--- config.mk ---
export PLATFORM = sky130hd
export DESIGN_NAME = pipe_ctrl_flat
export DESIGN_NICKNAME = d
export VERILOG_FILES = /design/src/rtl/pipe_ctrl_pkg.sv /design/src/rtl/pipe_ctrl_if.sv /design/src/rtl/perf_sat_cnt.sv /design/src/rtl/pipe_ctrl.sv /design/src/flat_wrapper.sv
export SDC_FILE = /design/constraint.sdc
export NUM_CORES = 1
export LEC_CHECK = 0
export BUFFER_PORTS_ARGS = -buffer_cell sky130_fd_sc_hd__buf_2
export CORE_AREA = 5 5 42 44
export DETAILED_ROUTE_END_ITERATION = 10
export DIE_AREA = 0 0 47 49
export GPL_TIMING_DRIVEN = 0
export SYNTH_ARGS = -nofsm -noshare
export SYNTH_HDL_FRONTEND = slang
export SYNTH_HIERARCHICAL = 1
export SYNTH_SLANG_ARGS = --single-unit
--- constraint.sdc ---
create_clock -name CLK -period 1 [get_ports CLK]
set_input_delay 0.05 -clock CLK [delete_from_list [all_inputs] [get_ports CLK]]
set_output_delay 0.05 -clock CLK [all_outputs]
set_load 0.03 [all_outputs]
--- src/rtl/pipe_ctrl_pkg.sv ---
// Shared types for the OTTER pipeline stall/flush sequencer.
// Per-stage controls are bundled so one assignment drives every pipeline register.
package pipe_pkg;

    typedef enum logic [1:0] {
        BOOT     = 2'd0,
        RUN      = 2'd1,
        MD_BUSY  = 2'd2,
        REDIRECT = 2'd3
    } pctrl_state_t;

    typedef struct packed {
        logic pc_en;
        logic fe_de_en;
        logic de_ex_en;
        logic ex_mem_en;
        logic mem_wb_en;
        logic fe_de_flush;
        logic de_ex_flush;
        logic ex_mem_flush;
    } stage_ctrl_t;

    localparam stage_ctrl_t FREEZE_ALL  = stage_ctrl_t'(8'b0000_0000);
    localparam stage_ctrl_t BOOT_CTRL   = stage_ctrl_t'(8'b0000_0111);
    localparam stage_ctrl_t RUN_ALL     = stage_ctrl_t'(8'b1111_1000);
    // Taken branch: PC loads the target, the two wrong-path stages become bubbles.
    localparam stage_ctrl_t BRANCH_CTRL = stage_ctrl_t'(8'b1111_1110);

endpackage

--- src/rtl/pipe_ctrl_if.sv ---
// Hazard-request / stage-control bundle between the pipeline datapath and pipe_ctrl.
// master = datapath (raises requests), slave = sequencer (drives enables/flushes).
interface pipe_ctrl_if;
    logic LOAD_USE;
    logic BR_TAKEN;
    logic IMEM_WAIT;
    logic DMEM_WAIT;
    logic MD_START;
    logic MD_DONE;
    logic PC_EN;
    logic FE_DE_EN;
    logic DE_EX_EN;
    logic EX_MEM_EN;
    logic MEM_WB_EN;
    logic FE_DE_FLUSH;
    logic DE_EX_FLUSH;
    logic EX_MEM_FLUSH;
    logic BUSY;

    modport master (
        output LOAD_USE, BR_TAKEN, IMEM_WAIT, DMEM_WAIT, MD_START, MD_DONE,
        input  PC_EN, FE_DE_EN, DE_EX_EN, EX_MEM_EN, MEM_WB_EN,
               FE_DE_FLUSH, DE_EX_FLUSH, EX_MEM_FLUSH, BUSY
    );

    modport slave (
        input  LOAD_USE, BR_TAKEN, IMEM_WAIT, DMEM_WAIT, MD_START, MD_DONE,
        output PC_EN, FE_DE_EN, DE_EX_EN, EX_MEM_EN, MEM_WB_EN,
               FE_DE_FLUSH, DE_EX_FLUSH, EX_MEM_FLUSH, BUSY
    );
endinterface

--- src/rtl/perf_sat_cnt.sv ---
// Saturating event counter: +1 per cycle with i_inc, sticks at all-ones, no wrap.
// Count visible the cycle after the event; no backpressure.
module perf_sat_cnt #(
    parameter int W = 32
) (
    input  logic         i_clk,
    input  logic         i_rst_n,
    input  logic         i_inc,
    output logic [W-1:0] o_cnt
);
    logic [W-1:0] r_cnt;

    always_ff @(posedge i_clk or negedge i_rst_n) begin
        if (!i_rst_n) begin
            r_cnt <= '0;
        end else if (i_inc && (r_cnt != '1)) begin
            r_cnt <= r_cnt + W'(1);
        end
    end

    assign o_cnt = r_cnt;
endmodule

--- src/rtl/pipe_ctrl.sv ---
// Fixed-priority stall/flush sequencer for the 5-stage pipeline; outputs are combinational (0-cycle).
// DMEM_WAIT freezes everything incl. state; optional perf counters under PIPE_CTRL_PERF_EN.
module pipe_ctrl
    import pipe_pkg::*;
#(
    parameter int FLUSH_CYCLES = 1,
    parameter int PERF_W       = 32
) (
    input  logic              CLK,
    input  logic              RST_N,
    pipe_ctrl_if.slave        bus
`ifdef PIPE_CTRL_PERF_EN
    ,
    output logic [PERF_W-1:0] STALL_CYC,
    output logic [PERF_W-1:0] FLUSH_CYC,
    output logic [PERF_W-1:0] MD_CYC
`endif
);
    pctrl_state_t r_state;
    logic [2:0]   r_cnt;
    pctrl_state_t w_nxt_state;
    logic [2:0]   w_nxt_cnt;
    stage_ctrl_t  w_ctrl;

    always_comb begin
        w_ctrl      = RUN_ALL;
        w_nxt_state = r_state;
        w_nxt_cnt   = r_cnt;
        unique case (r_state)
            BOOT: begin
                w_ctrl      = BOOT_CTRL;
                w_nxt_state = RUN;
            end
            RUN: begin
                if (bus.DMEM_WAIT) begin
                    w_ctrl = FREEZE_ALL;
                end else if (bus.BR_TAKEN) begin
                    w_ctrl = BRANCH_CTRL;
                    if (FLUSH_CYCLES > 0) begin
                        w_nxt_state = REDIRECT;
                        w_nxt_cnt   = 3'(FLUSH_CYCLES);
                    end
                end else if (bus.MD_START) begin
                    w_nxt_state = MD_BUSY;
                end else if (bus.LOAD_USE) begin
                    w_ctrl.pc_en       = 1'b0;
                    w_ctrl.fe_de_en    = 1'b0;
                    w_ctrl.de_ex_flush = 1'b1;
                end else if (bus.IMEM_WAIT) begin
                    w_ctrl.pc_en       = 1'b0;
                    w_ctrl.fe_de_flush = 1'b1;
                end
            end
            MD_BUSY: begin
                // EX holds the mul/div, so a branch cannot resolve here.
                if (bus.DMEM_WAIT) begin
                    w_ctrl = FREEZE_ALL;
                end else if (bus.MD_DONE) begin
                    w_nxt_state = RUN;
                end else begin
                    w_ctrl.pc_en        = 1'b0;
                    w_ctrl.fe_de_en     = 1'b0;
                    w_ctrl.de_ex_en     = 1'b0;
                    w_ctrl.ex_mem_flush = 1'b1;
                end
            end
            REDIRECT: begin
                if (bus.DMEM_WAIT) begin
                    w_ctrl = FREEZE_ALL;
                end else if (bus.BR_TAKEN) begin
                    w_ctrl    = BRANCH_CTRL;
                    w_nxt_cnt = 3'(FLUSH_CYCLES);
                    if (FLUSH_CYCLES == 0) begin
                        w_nxt_state = RUN;
                    end
                end else begin
                    w_ctrl.fe_de_flush = 1'b1;
                    w_ctrl.pc_en       = !bus.IMEM_WAIT;
                    w_nxt_cnt          = r_cnt - 3'd1;
                    if (r_cnt <= 3'd1) begin
                        w_nxt_state = RUN;
                    end
                end
            end
            default: begin
                w_ctrl      = BOOT_CTRL;
                w_nxt_state = BOOT;
            end
        endcase
    end

    always_ff @(posedge CLK or negedge RST_N) begin
        if (!RST_N) begin
            r_state <= BOOT;
            r_cnt   <= 3'd0;
        end else begin
            r_state <= w_nxt_state;
            r_cnt   <= w_nxt_cnt;
        end
    end

    assign bus.PC_EN        = w_ctrl.pc_en;
    assign bus.FE_DE_EN     = w_ctrl.fe_de_en;
    assign bus.DE_EX_EN     = w_ctrl.de_ex_en;
    assign bus.EX_MEM_EN    = w_ctrl.ex_mem_en;
    assign bus.MEM_WB_EN    = w_ctrl.mem_wb_en;
    assign bus.FE_DE_FLUSH  = w_ctrl.fe_de_flush;
    assign bus.DE_EX_FLUSH  = w_ctrl.de_ex_flush;
    assign bus.EX_MEM_FLUSH = w_ctrl.ex_mem_flush;
    assign bus.BUSY         = (r_state != RUN);

`ifdef PIPE_CTRL_PERF_EN
    logic w_stall_inc;
    logic w_flush_inc;
    logic w_md_inc;

    assign w_stall_inc = ((r_state == RUN) || (r_state == MD_BUSY)) && !w_ctrl.pc_en;
    assign w_flush_inc = (r_state != BOOT) && w_ctrl.fe_de_flush;
    assign w_md_inc    = (r_state == MD_BUSY);

    perf_sat_cnt #(.W(PERF_W)) u_stall_cnt (
        .i_clk(CLK), .i_rst_n(RST_N), .i_inc(w_stall_inc), .o_cnt(STALL_CYC)
    );
    perf_sat_cnt #(.W(PERF_W)) u_flush_cnt (
        .i_clk(CLK), .i_rst_n(RST_N), .i_inc(w_flush_inc), .o_cnt(FLUSH_CYC)
    );
    perf_sat_cnt #(.W(PERF_W)) u_md_cnt (
        .i_clk(CLK), .i_rst_n(RST_N), .i_inc(w_md_inc), .o_cnt(MD_CYC)
    );
`endif
endmodule

--- src/flat_wrapper.sv ---
// flat-port wrapper written by rule: the top's interface ports become plain ports
module pipe_ctrl_flat import pipe_pkg::*;
#(
    parameter int FLUSH_CYCLES = 1,
    parameter int PERF_W       = 32
)
  (CLK, RST_N, bus_LOAD_USE, bus_BR_TAKEN, bus_IMEM_WAIT, bus_DMEM_WAIT, bus_MD_START, bus_MD_DONE, bus_PC_EN, bus_FE_DE_EN, bus_DE_EX_EN, bus_EX_MEM_EN, bus_MEM_WB_EN, bus_FE_DE_FLUSH, bus_DE_EX_FLUSH, bus_EX_MEM_FLUSH, bus_BUSY);
  pipe_ctrl_if bus_i ();
  input  logic CLK;
  input  logic RST_N;
  input wire logic [$bits(bus_i.LOAD_USE)-1:0] bus_LOAD_USE;
  input wire logic [$bits(bus_i.BR_TAKEN)-1:0] bus_BR_TAKEN;
  input wire logic [$bits(bus_i.IMEM_WAIT)-1:0] bus_IMEM_WAIT;
  input wire logic [$bits(bus_i.DMEM_WAIT)-1:0] bus_DMEM_WAIT;
  input wire logic [$bits(bus_i.MD_START)-1:0] bus_MD_START;
  input wire logic [$bits(bus_i.MD_DONE)-1:0] bus_MD_DONE;
  output wire logic [$bits(bus_i.PC_EN)-1:0] bus_PC_EN;
  output wire logic [$bits(bus_i.FE_DE_EN)-1:0] bus_FE_DE_EN;
  output wire logic [$bits(bus_i.DE_EX_EN)-1:0] bus_DE_EX_EN;
  output wire logic [$bits(bus_i.EX_MEM_EN)-1:0] bus_EX_MEM_EN;
  output wire logic [$bits(bus_i.MEM_WB_EN)-1:0] bus_MEM_WB_EN;
  output wire logic [$bits(bus_i.FE_DE_FLUSH)-1:0] bus_FE_DE_FLUSH;
  output wire logic [$bits(bus_i.DE_EX_FLUSH)-1:0] bus_DE_EX_FLUSH;
  output wire logic [$bits(bus_i.EX_MEM_FLUSH)-1:0] bus_EX_MEM_FLUSH;
  output wire logic [$bits(bus_i.BUSY)-1:0] bus_BUSY;
  assign bus_i.LOAD_USE = bus_LOAD_USE;
  assign bus_i.BR_TAKEN = bus_BR_TAKEN;
  assign bus_i.IMEM_WAIT = bus_IMEM_WAIT;
  assign bus_i.DMEM_WAIT = bus_DMEM_WAIT;
  assign bus_i.MD_START = bus_MD_START;
  assign bus_i.MD_DONE = bus_MD_DONE;
  assign bus_PC_EN = bus_i.PC_EN;
  assign bus_FE_DE_EN = bus_i.FE_DE_EN;
  assign bus_DE_EX_EN = bus_i.DE_EX_EN;
  assign bus_EX_MEM_EN = bus_i.EX_MEM_EN;
  assign bus_MEM_WB_EN = bus_i.MEM_WB_EN;
  assign bus_FE_DE_FLUSH = bus_i.FE_DE_FLUSH;
  assign bus_DE_EX_FLUSH = bus_i.DE_EX_FLUSH;
  assign bus_EX_MEM_FLUSH = bus_i.EX_MEM_FLUSH;
  assign bus_BUSY = bus_i.BUSY;
  pipe_ctrl #(.FLUSH_CYCLES(FLUSH_CYCLES), .PERF_W(PERF_W)) u_core (.CLK(CLK), .RST_N(RST_N), .bus(bus_i));
endmodule
# [Word level (Yosys, flattened, before mapping)]
# Index checks and enable logic that the tools add are counted.
[word_totals] input_bits=8 ff_bits=5
[op_classes] eq_ne=12 magnitude_cmp=1 mux=34 n_addsub=1 reduce_logical=5
[ops] op="8-bit one-hot mux with 4 select lines" n=1
[ops] op="2-bit two-way mux" n=13
[ops] op="3-bit two-way mux" n=6
[ops] op="8-bit two-way mux" n=2
[ops] op="2-bit inequality test, second input constant" n=6
[ops] op="1-bit two-way mux" n=9
[ops] op="2-bit one-hot mux with 4 select lines" n=1
[ops] op="7-bit AND reduction" n=1
[ops] op="3-bit one-hot mux with 2 select lines" n=1
[ops] op="2-bit equality test, second input constant" n=2
[ops] op="4-bit two-way mux" n=1
[ops] op="2-bit by 1-bit inequality test with 1-bit output, second input constant" n=2
[ops] op="4-bit AND reduction" n=1
[ops] op="3-bit by 1-bit <= comparator with 1-bit output, second input constant" n=1
[ops] op="3-bit inequality test, second input constant" n=1
[ops] op="3-bit by 1-bit subtractor with 3-bit output, second input constant" n=1
[ops] op="2-bit by 1-bit equality test with 1-bit output, second input constant" n=1
[ops] op="2-bit zero test" n=1
[ops] op="2-bit nonzero test" n=1
[ops] op="1-bit zero test" n=1

# [Longest topological paths before layout]
# Gate-level depths: netlist (run 1).
[logic_depth] word_depth=6 depth_mapped=6

# [Worst setup path before layout (run 1)]
# Ideal clock, no wire load.
[synth_timing] path_type="register -> output" from="register u_core.r_state[0]" to="output bus_MEM_WB_EN" t_arrival_ns=1.399 stages_incl_launch_ff=5 path_slack_ns=-0.449 cell_sequence="dfrtp_1 > buf_2 > inv_1 > a21oi_1 > buf_4"
[synth_via] elab_chain_cells=2 word_cells_on_any_way=5 classes_between="eq/ne: 3; mux: 1; reduce/logical: 1"
[synth_rtl] element="start, declared" line="pipe_ctrl.sv:19" text="pctrl_state_t r_state;"
[synth_rtl] element="start signal, assigned" line="pipe_ctrl.sv:97" text="r_state <= w_nxt_state;"
[synth_rtl] element="2-bit equality test (tied with other cells)" line="pipe_ctrl.sv:29" text="unique case (r_state)"
[synth_rtl] element="8-bit one-hot mux with 4 select lines (*)" line="pipe_ctrl.sv:29"
[synth_rtl] element="end, declared" line="flat_wrapper.sv:21" text="output wire logic [$bits(bus_i.MEM_WB_EN)-1:0] bus_MEM_WB_EN;"
# Mark *: on every way between the ends. The rest lies on a longest branch, timed or not.

# [Worst setup path after layout (run 1)]
[layout_timing] from="register u_core.r_state[1]" to="output bus_FE_DE_FLUSH"
[layout_via] elab_chain_cells=2 word_cells_on_any_way=5 classes_between="eq/ne: 3; mux: 1; reduce/logical: 1"
[layout_rtl] element="2-bit equality test (tied with other cells)" line="pipe_ctrl.sv:29"
[layout_rtl] element="8-bit one-hot mux with 4 select lines (*)" line="pipe_ctrl.sv:29"
[layout_rtl] element="end, declared" line="flat_wrapper.sv:22" text="output wire logic [$bits(bus_i.FE_DE_FLUSH)-1:0] bus_FE_DE_FLUSH;"
# Marks and branches as above.

==> results.sh, run 1 <==
export IMPL_fin_nets=103
export IMPL_worst_ep_arrival_time_ns=1.38
export IMPL_p_seq_share_pct=14.0
export IMPL_die_y_um=49
export IMPL_syn_area_per_cell_um2=7.299
export IMPL_critPathCaptureType="output port"
export IMPL_dieArea_um2=2303
export IMPL_grt_overflow=0
export IMPL_hold_viol=0
export IMPL_grt_pass1_vias=577
export IMPL_setup_viol=14
export IMPL_ys_ff_latch=5
export IMPL_syn_to_final_growth_pct=95.43
export IMPL_drtIter0Drc=12
export IMPL_critical_path_buf_inv_count=2
export IMPL_num_rows=14
export IMPL_root_buffer="clkbuf_4"
export IMPL_drive_gt1_share_pct=63.04
export IMPL_worst_pin_slew_ns=0.2683
export IMPL_r2r_slack_ns=-0.39
export IMPL_grt_usage_pct=15.40
export IMPL_static_leakage_power_nw=0.3753
export IMPL_post_route_drc_count=0
export IMPL_layout_commonest_cell="buf_6"
export IMPL_cts_sinks=5
export IMPL_clkPwrFrac_pct=8.8
export IMPL_ant_nets=0
export IMPL_pre_cts_slack_ns=-0.3985
export IMPL_portBuffers=15
export IMPL_hold_class="in2async"
export IMPL_yosysWarnings=6
export IMPL_grt_max_degree=11
export IMPL_clk_pin_slew_worst_paths_ns=0.04
export IMPL_wl_um=1691
export IMPL_clock_latency_ns=0.24
export IMPL_multi_input_area_um2=371.6
export IMPL_synth_nets=70
export IMPL_power_switching_w=0.001172
export IMPL_rsz0062_at_grt="true"
export IMPL_detail_route_wl_per_cell_um=15.66
export IMPL_startpoint_type="flop"
export IMPL_pin_count=17
export IMPL_period_share_pct=143.2
export IMPL_layout_common_cells="buf_6 (13), buf_4 (10), buf_2 (7)"
export IMPL_place_hpwl_um=883.4
export IMPL_die_x_um=47
export IMPL_worst_path_max_fanout=4
export IMPL_skew_ns=0.002210
export IMPL_finalNonFillerCells=108
export IMPL_relSlewSlack_pct=82.11
export IMPL_grt_pass1_wl_um=2594
export IMPL_cp_required_ns=0.95
export IMPL_num_fill_cells=131
export IMPL_ys_types=25
export IMPL_cpMaxStageDelayCell="dfrtp_1"
export IMPL_maxSlewViolCount=0
export IMPL_p_int_w=0.001412
export IMPL_htreeDepth=1
export IMPL_antenna_found_initial=0
export IMPL_cap_violations=0
export IMPL_antenna_cells=0
export IMPL_pwr_share_comb_pct=77.2
export IMPL_fmax_ghz=0.6982
export IMPL_status="complete, but fails checks"
export IMPL_swShare_pct=45.37
export IMPL_drt_vias_per_instance=5.361
export IMPL_post_route_min_period_ns=1.432
export IMPL_cp_top_family="flip-flops"
export IMPL_routabilityCongestion=0.6998
export IMPL_path_common_cell="buf_6"
export IMPL_max_stage_delay_ns=0.38
export IMPL_path_class="reg2out"
export IMPL_power_density_nw_per_um2=3020
export IMPL_initial_utilization_pct=31.25
export IMPL_regArea_um2=126.4
export IMPL_syn_inst=60
export IMPL_place_inst=91
export IMPL_seq_area_frac_synth_pct=28.57
export IMPL_cts_buffer_depth=2
export IMPL_netlist_area_um2=437.9
export IMPL_crit_chain="buf_6 > or2_4 > a21oi_2 > o22ai_2 > buf_6"
export IMPL_tritoncts="yes"
export IMPL_violations="negative setup slack"
export IMPL_fin_tns_setup_ns=-4.190
export IMPL_core_area_um2=1401
export IMPL_vias=579
export IMPL_cts_buffers=3
export IMPL_setup_ws_ns=-0.4323
export IMPL_vdd_drop_max_mv=1.337
export IMPL_drt_pass1_iterations=4
metrics by stage:
stage	hold slack, ns	total power, W	instance area (um2)	utilization (%)
global route	0.1780	0.002750	855.8	61.07
global placement	-0.1337	0.001503	574.3	40.98
CTS	0.1497	0.002428	818.3	58.39
floorplan	-0.2456	0.001259	479.2	-
finish	0.1515	0.002584	855.8	61.07
detailed placement	-0.1287	0.001514	574.3	40.98
timing repair:
| action | in CTS | in global routing |
|---|---|---|
| resized for setup | 36 | 5 |
| setup buffers | 10 | 2 |
| hold endpoints to repair | 5 | 0 |
| hold buffers | 1 | 0 |
| pin swaps | 10 | 2 |
| setup endpoints to repair | 14 | 14 |
cell families (layout without fill, tap and decap cells):
| kind of cell | after synthesis | after routing | share of synthesized area [%] |
|---|---|---|---|
| AOI/OAI and AO/OA | 21 | 21 | 28.86 |
| adders and majority gates | 2 | 2 | 5.713 |
| buffers and inverters | 8 | 40 | 10.57 |
| DFF | 5 | 5 | 28.57 |
| muxes | 1 | 1 | 2.286 |
| and+or+nand+nor | 23 | 23 | 24.00 |
routing by layer:
metal	wire length, um	vias to the layer above	global-route usage (%)
met4	16	0	0
met3	73	2	5.535
met2	970	14	27.38
met5	0	-	0
li1	-	280	-
met1	630	283	18.18
power by group through the flow:
stage	Sequential, W	Clock [W]	Combinational, W
final	0.000361	0.000227	0.00200
after global routing	0.000373	0.000253	0.00212
after CTS	0.000362	0.000237	0.00183
after detailed placement	0.000379	0	0.00113
after global placement	0.000374	0	0.00113
after floorplan	0.000357	0	0.000903
final timing paths:
kind / startpoint / end / cells past startpoint
max reg2reg: u_core/r_state[1] / u_core/r_state[0] / 6
max in group asynchronous: RST_N / u_core/r_cnt[0] / 2
max: u_core/r_state[1] / bus_FE_DE_FLUSH / 5
min in group CLK: bus_BR_TAKEN / u_core/r_cnt[1] / 2
min: RST_N / u_core/r_state[0] / 2
min reg2reg: u_core/r_cnt[2] / u_core/r_cnt[2] / 2
flip-flops by register name (all words and copies together), names as in the netlist:
signal	flops
u_core/r_cnt	3
u_core/r_state	2
synth_stat cells:
cell | instances | area share [%]
buf_4 | 1 | 1.7
buf_2 | 2 | 2.3
nor3_1 | 3 | 3.4
o21ai_1 | 1 | 1.1
o211ai_1 | 1 | 1.7
a21oi_1 | 8 | 9.1
ha_1 | 2 | 5.7
nor2_1 | 9 | 7.7
nand4_1 | 1 | 1.4
nand2b_1 | 2 | 2.9
o21ai_0 | 5 | 5.7
dfrtp_1 | 5 | 29
buf_6 | 1 | 2.6
o22ai_1 | 2 | 2.9
or2_2 | 1 | 1.4
a22o_1 | 1 | 2.0
inv_4 | 1 | 1.4
o311a_1 | 1 | 2.3
and2_1 | 1 | 1.4
inv_1 | 3 | 2.6
a2bb2oi_1 | 1 | 2.0
nand2_1 | 5 | 4.3
mux2i_1 | 1 | 2.3
a2111oi_0 | 1 | 2.0
nor2b_1 | 1 | 1.4
final cells by class:
| type | count | share of cell area [%] |
|---|---|---|
| multi-input combinational | 47 | 43.42 |
| timing repair buffer | 28 | 28.95 |
| tap | 16 | 2.339 |
| clock buffer | 4 | 3.070 |
| sequential | 5 | 14.77 |
| inverter | 4 | 2.924 |
| buffer | 4 | 4.532 |
(Power assumes the default switching activity.)
==> inputs of run 2 (changes only) <==
- GPL_ROUTABILITY_DRIVEN: default -> 0
- SETUP_SLACK_MARGIN: default -> 0.4
- clock period: 1 -> 1.3 ns (I/O delays scaled with it)
==> run 2 against run 1 <==
- the run still ends with negative setup slack left
- worst hold slack gained 0.0058 ns
- utilization increased by 3.3 points
- via count up 2.4%
- sequential power shrank 20%
- clock skew grew 0.0039 ns
- worst setup slack improved by 0.27 ns
- die area unchanged
- register-to-register slack gained 0.31 ns
- critical path depth unchanged
- global-route usage shrank 0.20 points
- largest power group unchanged
==> results.sh, run 2 (synthesized netlist as in run 1, its figures left out) <==
export IMPL_layout_commonest_cell="buf_6"
export IMPL_startpoint_type="flop"
export IMPL_place_inst=91
export IMPL_fin_tns_setup_ns=-0.8589
export IMPL_portBuffers=15
export IMPL_power_density_nw_per_um2=2301
export IMPL_wl_um=1682
export IMPL_rsz0062_at_grt="true"
export IMPL_status="complete, but fails checks"
export IMPL_htreeDepth=1
export IMPL_path_class="reg2out"
export IMPL_post_route_min_period_ns=1.460
export IMPL_maxSlewViolCount=0
export IMPL_die_y_um=49
export IMPL_top_register="u_core/r_cnt"
export IMPL_static_leakage_power_nw=0.3869
export IMPL_cp_required_ns=1.24
export IMPL_num_rows=14
export IMPL_ant_nets=0
export IMPL_post_route_drc_count=0
export IMPL_p_int_w=0.001103
export IMPL_antenna_found_initial=0
export IMPL_worst_ep_arrival_time_ns=1.40
export IMPL_pre_cts_slack_ns=-0.09134
export IMPL_total_power_w=0.002076
export IMPL_dieArea_um2=2303
export IMPL_antenna_cells=0
export IMPL_clk_pin_slew_worst_paths_ns=0.05
export IMPL_swShare_pct=46.89
export IMPL_die_x_um=47
export IMPL_drive_gt1_share_pct=64.84
export IMPL_skew_ns=0.006111
export IMPL_vias=593
export IMPL_drt_vias_per_instance=5.542
export IMPL_clkPwrFrac_pct=8.8
export IMPL_grt_max_degree=11
export IMPL_cts_sinks=5
export IMPL_initial_utilization_pct=31.25
export IMPL_cts_buffers=3
export IMPL_cts_buffer_depth=2
export IMPL_setup_viol=8
export IMPL_core_area_um2=1401
export IMPL_cap_violations=0
export IMPL_syn_to_final_growth_pct=106.0
export IMPL_hold_viol=0
export IMPL_relSlewSlack_pct=80.41
export IMPL_fin_nets=102
export IMPL_finalNonFillerCells=107
export IMPL_clock_latency_ns=0.25
export IMPL_fmax_ghz=0.6847
export IMPL_power_switching_w=0.0009735
export IMPL_critPathCaptureType="output port"
export IMPL_largest_reg_flops=3
export IMPL_period_share_pct=112.3
export IMPL_pwr_share_comb_pct=77.3
export IMPL_worst_pin_slew_ns=0.2938
export IMPL_tritoncts="yes"
export IMPL_worst_path_max_fanout=5
export IMPL_grt_overflow=0
export IMPL_violations="negative setup slack"
export IMPL_root_buffer="clkbuf_4"
export IMPL_detail_route_wl_per_cell_um=15.72
export IMPL_largestRegisters="u_core/r_cnt: 3 flops, u_core/r_state: 2 flops"
export IMPL_hold_class="in2async"
export IMPL_p_seq_share_pct=13.9
export IMPL_hold_ws_ns=0.1573
export IMPL_vdd_drop_max_mv=1.208
export IMPL_layout_common_cells="buf_6 (15), buf_2 (7), buf_4 (7)"
export IMPL_grt_pass1_wl_um=2532
export IMPL_place_hpwl_um=919
export IMPL_pin_count=17
export IMPL_setup_ws_ns=-0.1604
export IMPL_drtIter0Drc=23
export IMPL_drt_pass1_iterations=4
export IMPL_grt_pass1_vias=559
export IMPL_grt_usage_pct=15.19
-- run 2: cell count changes in the layout (fill, tap and decap cells not counted), moves of 2 or more --
cell / delta
a21oi_4: +2
a21oi_2: -2
buf_4: -3
nor2_4: +2
buf_6: +2
nor2_2: -2
o21ai_1: +2
nand2_4: +2
-- run 2: final timing paths --
| path | start | endpoint | slack, ns | cells past startpoint |
|---|---|---|---|---|
| min in group CLK | bus_BR_TAKEN | u_core/r_cnt[2] | 0.16 | 2 |
| setup reg to reg | u_core/r_state[1] | u_core/r_state[0] | -0.08 | 6 |
| hold reg to reg | u_core/r_cnt[2] | u_core/r_cnt[2] | 0.59 | 2 |
| max in group asynchronous | RST_N | u_core/r_cnt[0] | 0.99 | 2 |
| hold / removal | RST_N | u_core/r_cnt[2] | 0.16 | 2 |
| setup / recovery | u_core/r_state[1] | bus_FE_DE_FLUSH | -0.16 | 5 |
-- run 2: layout make-up --
| cell class | count | area [um2] |
|---|---|---|
| timing repair buffer | 27 | 242.7 |
| inverter | 4 | 35.03 |
| clock buffer | 4 | 26.28 |
| tap | 16 | 20.02 |
| fill | 130 | 499.2 |
| sequential | 5 | 126.4 |
| buffer | 4 | 38.79 |
| multi-input combinational | 47 | 412.9 |
-- run 2: critical path, stage by stage, from the launching register on --
cell,delay [ns]
dfrtp_1,0.38
buf_6,0.14
or2_4,0.25
a21oi_4,0.13
o22ai_2,0.09
buf_6,0.15
-- run 2: metal layers --
layer | GRT usage (%) | part of all wire (%) | vias up
met2 | 23.76 | 56 | 21
met3 | 6.642 | 5.6 | 6
met4 | 6.452 | 3.6 | 0
met1 | 17.33 | 35 | 289
li1 | - | - | 277
met5 | 0 | 0 | -
-- run 2: power by group through the flow --
stage	Sequential, W	Clock, W	Combinational (W)
3_3_place_gp	0.000287	0	0.000886
5_1_grt	0.000298	0.000200	0.00170
3_5_place_dp	0.000292	0	0.000895
2_1_floorplan	0.000274	0	0.000712
4_1_cts	0.000293	0.000190	0.00127
6_report	0.000289	0.000182	0.00161
-- run 2: repair_timing --
action                                  in CTS  in global routing
pin swaps                                    6                  7
cloned                                       0                  0
hold endpoints to repair                     5                  0
endpoints found under the setup margin      14                 14
hold buffers                                 1                  0
resized for setup                           34                 21
setup buffers                                7                  4
-- run 2: through the flow --
stage | utilization (%) | instance area [um2]
2_1_floorplan | - | 488.0
3_3_place_gp | 41.61 | 583.1
3_5_place_dp | 41.61 | 583.1
4_1_cts | 56.52 | 792.0
5_1_grt | 64.38 | 902.1
6_report | 64.38 | 902.1
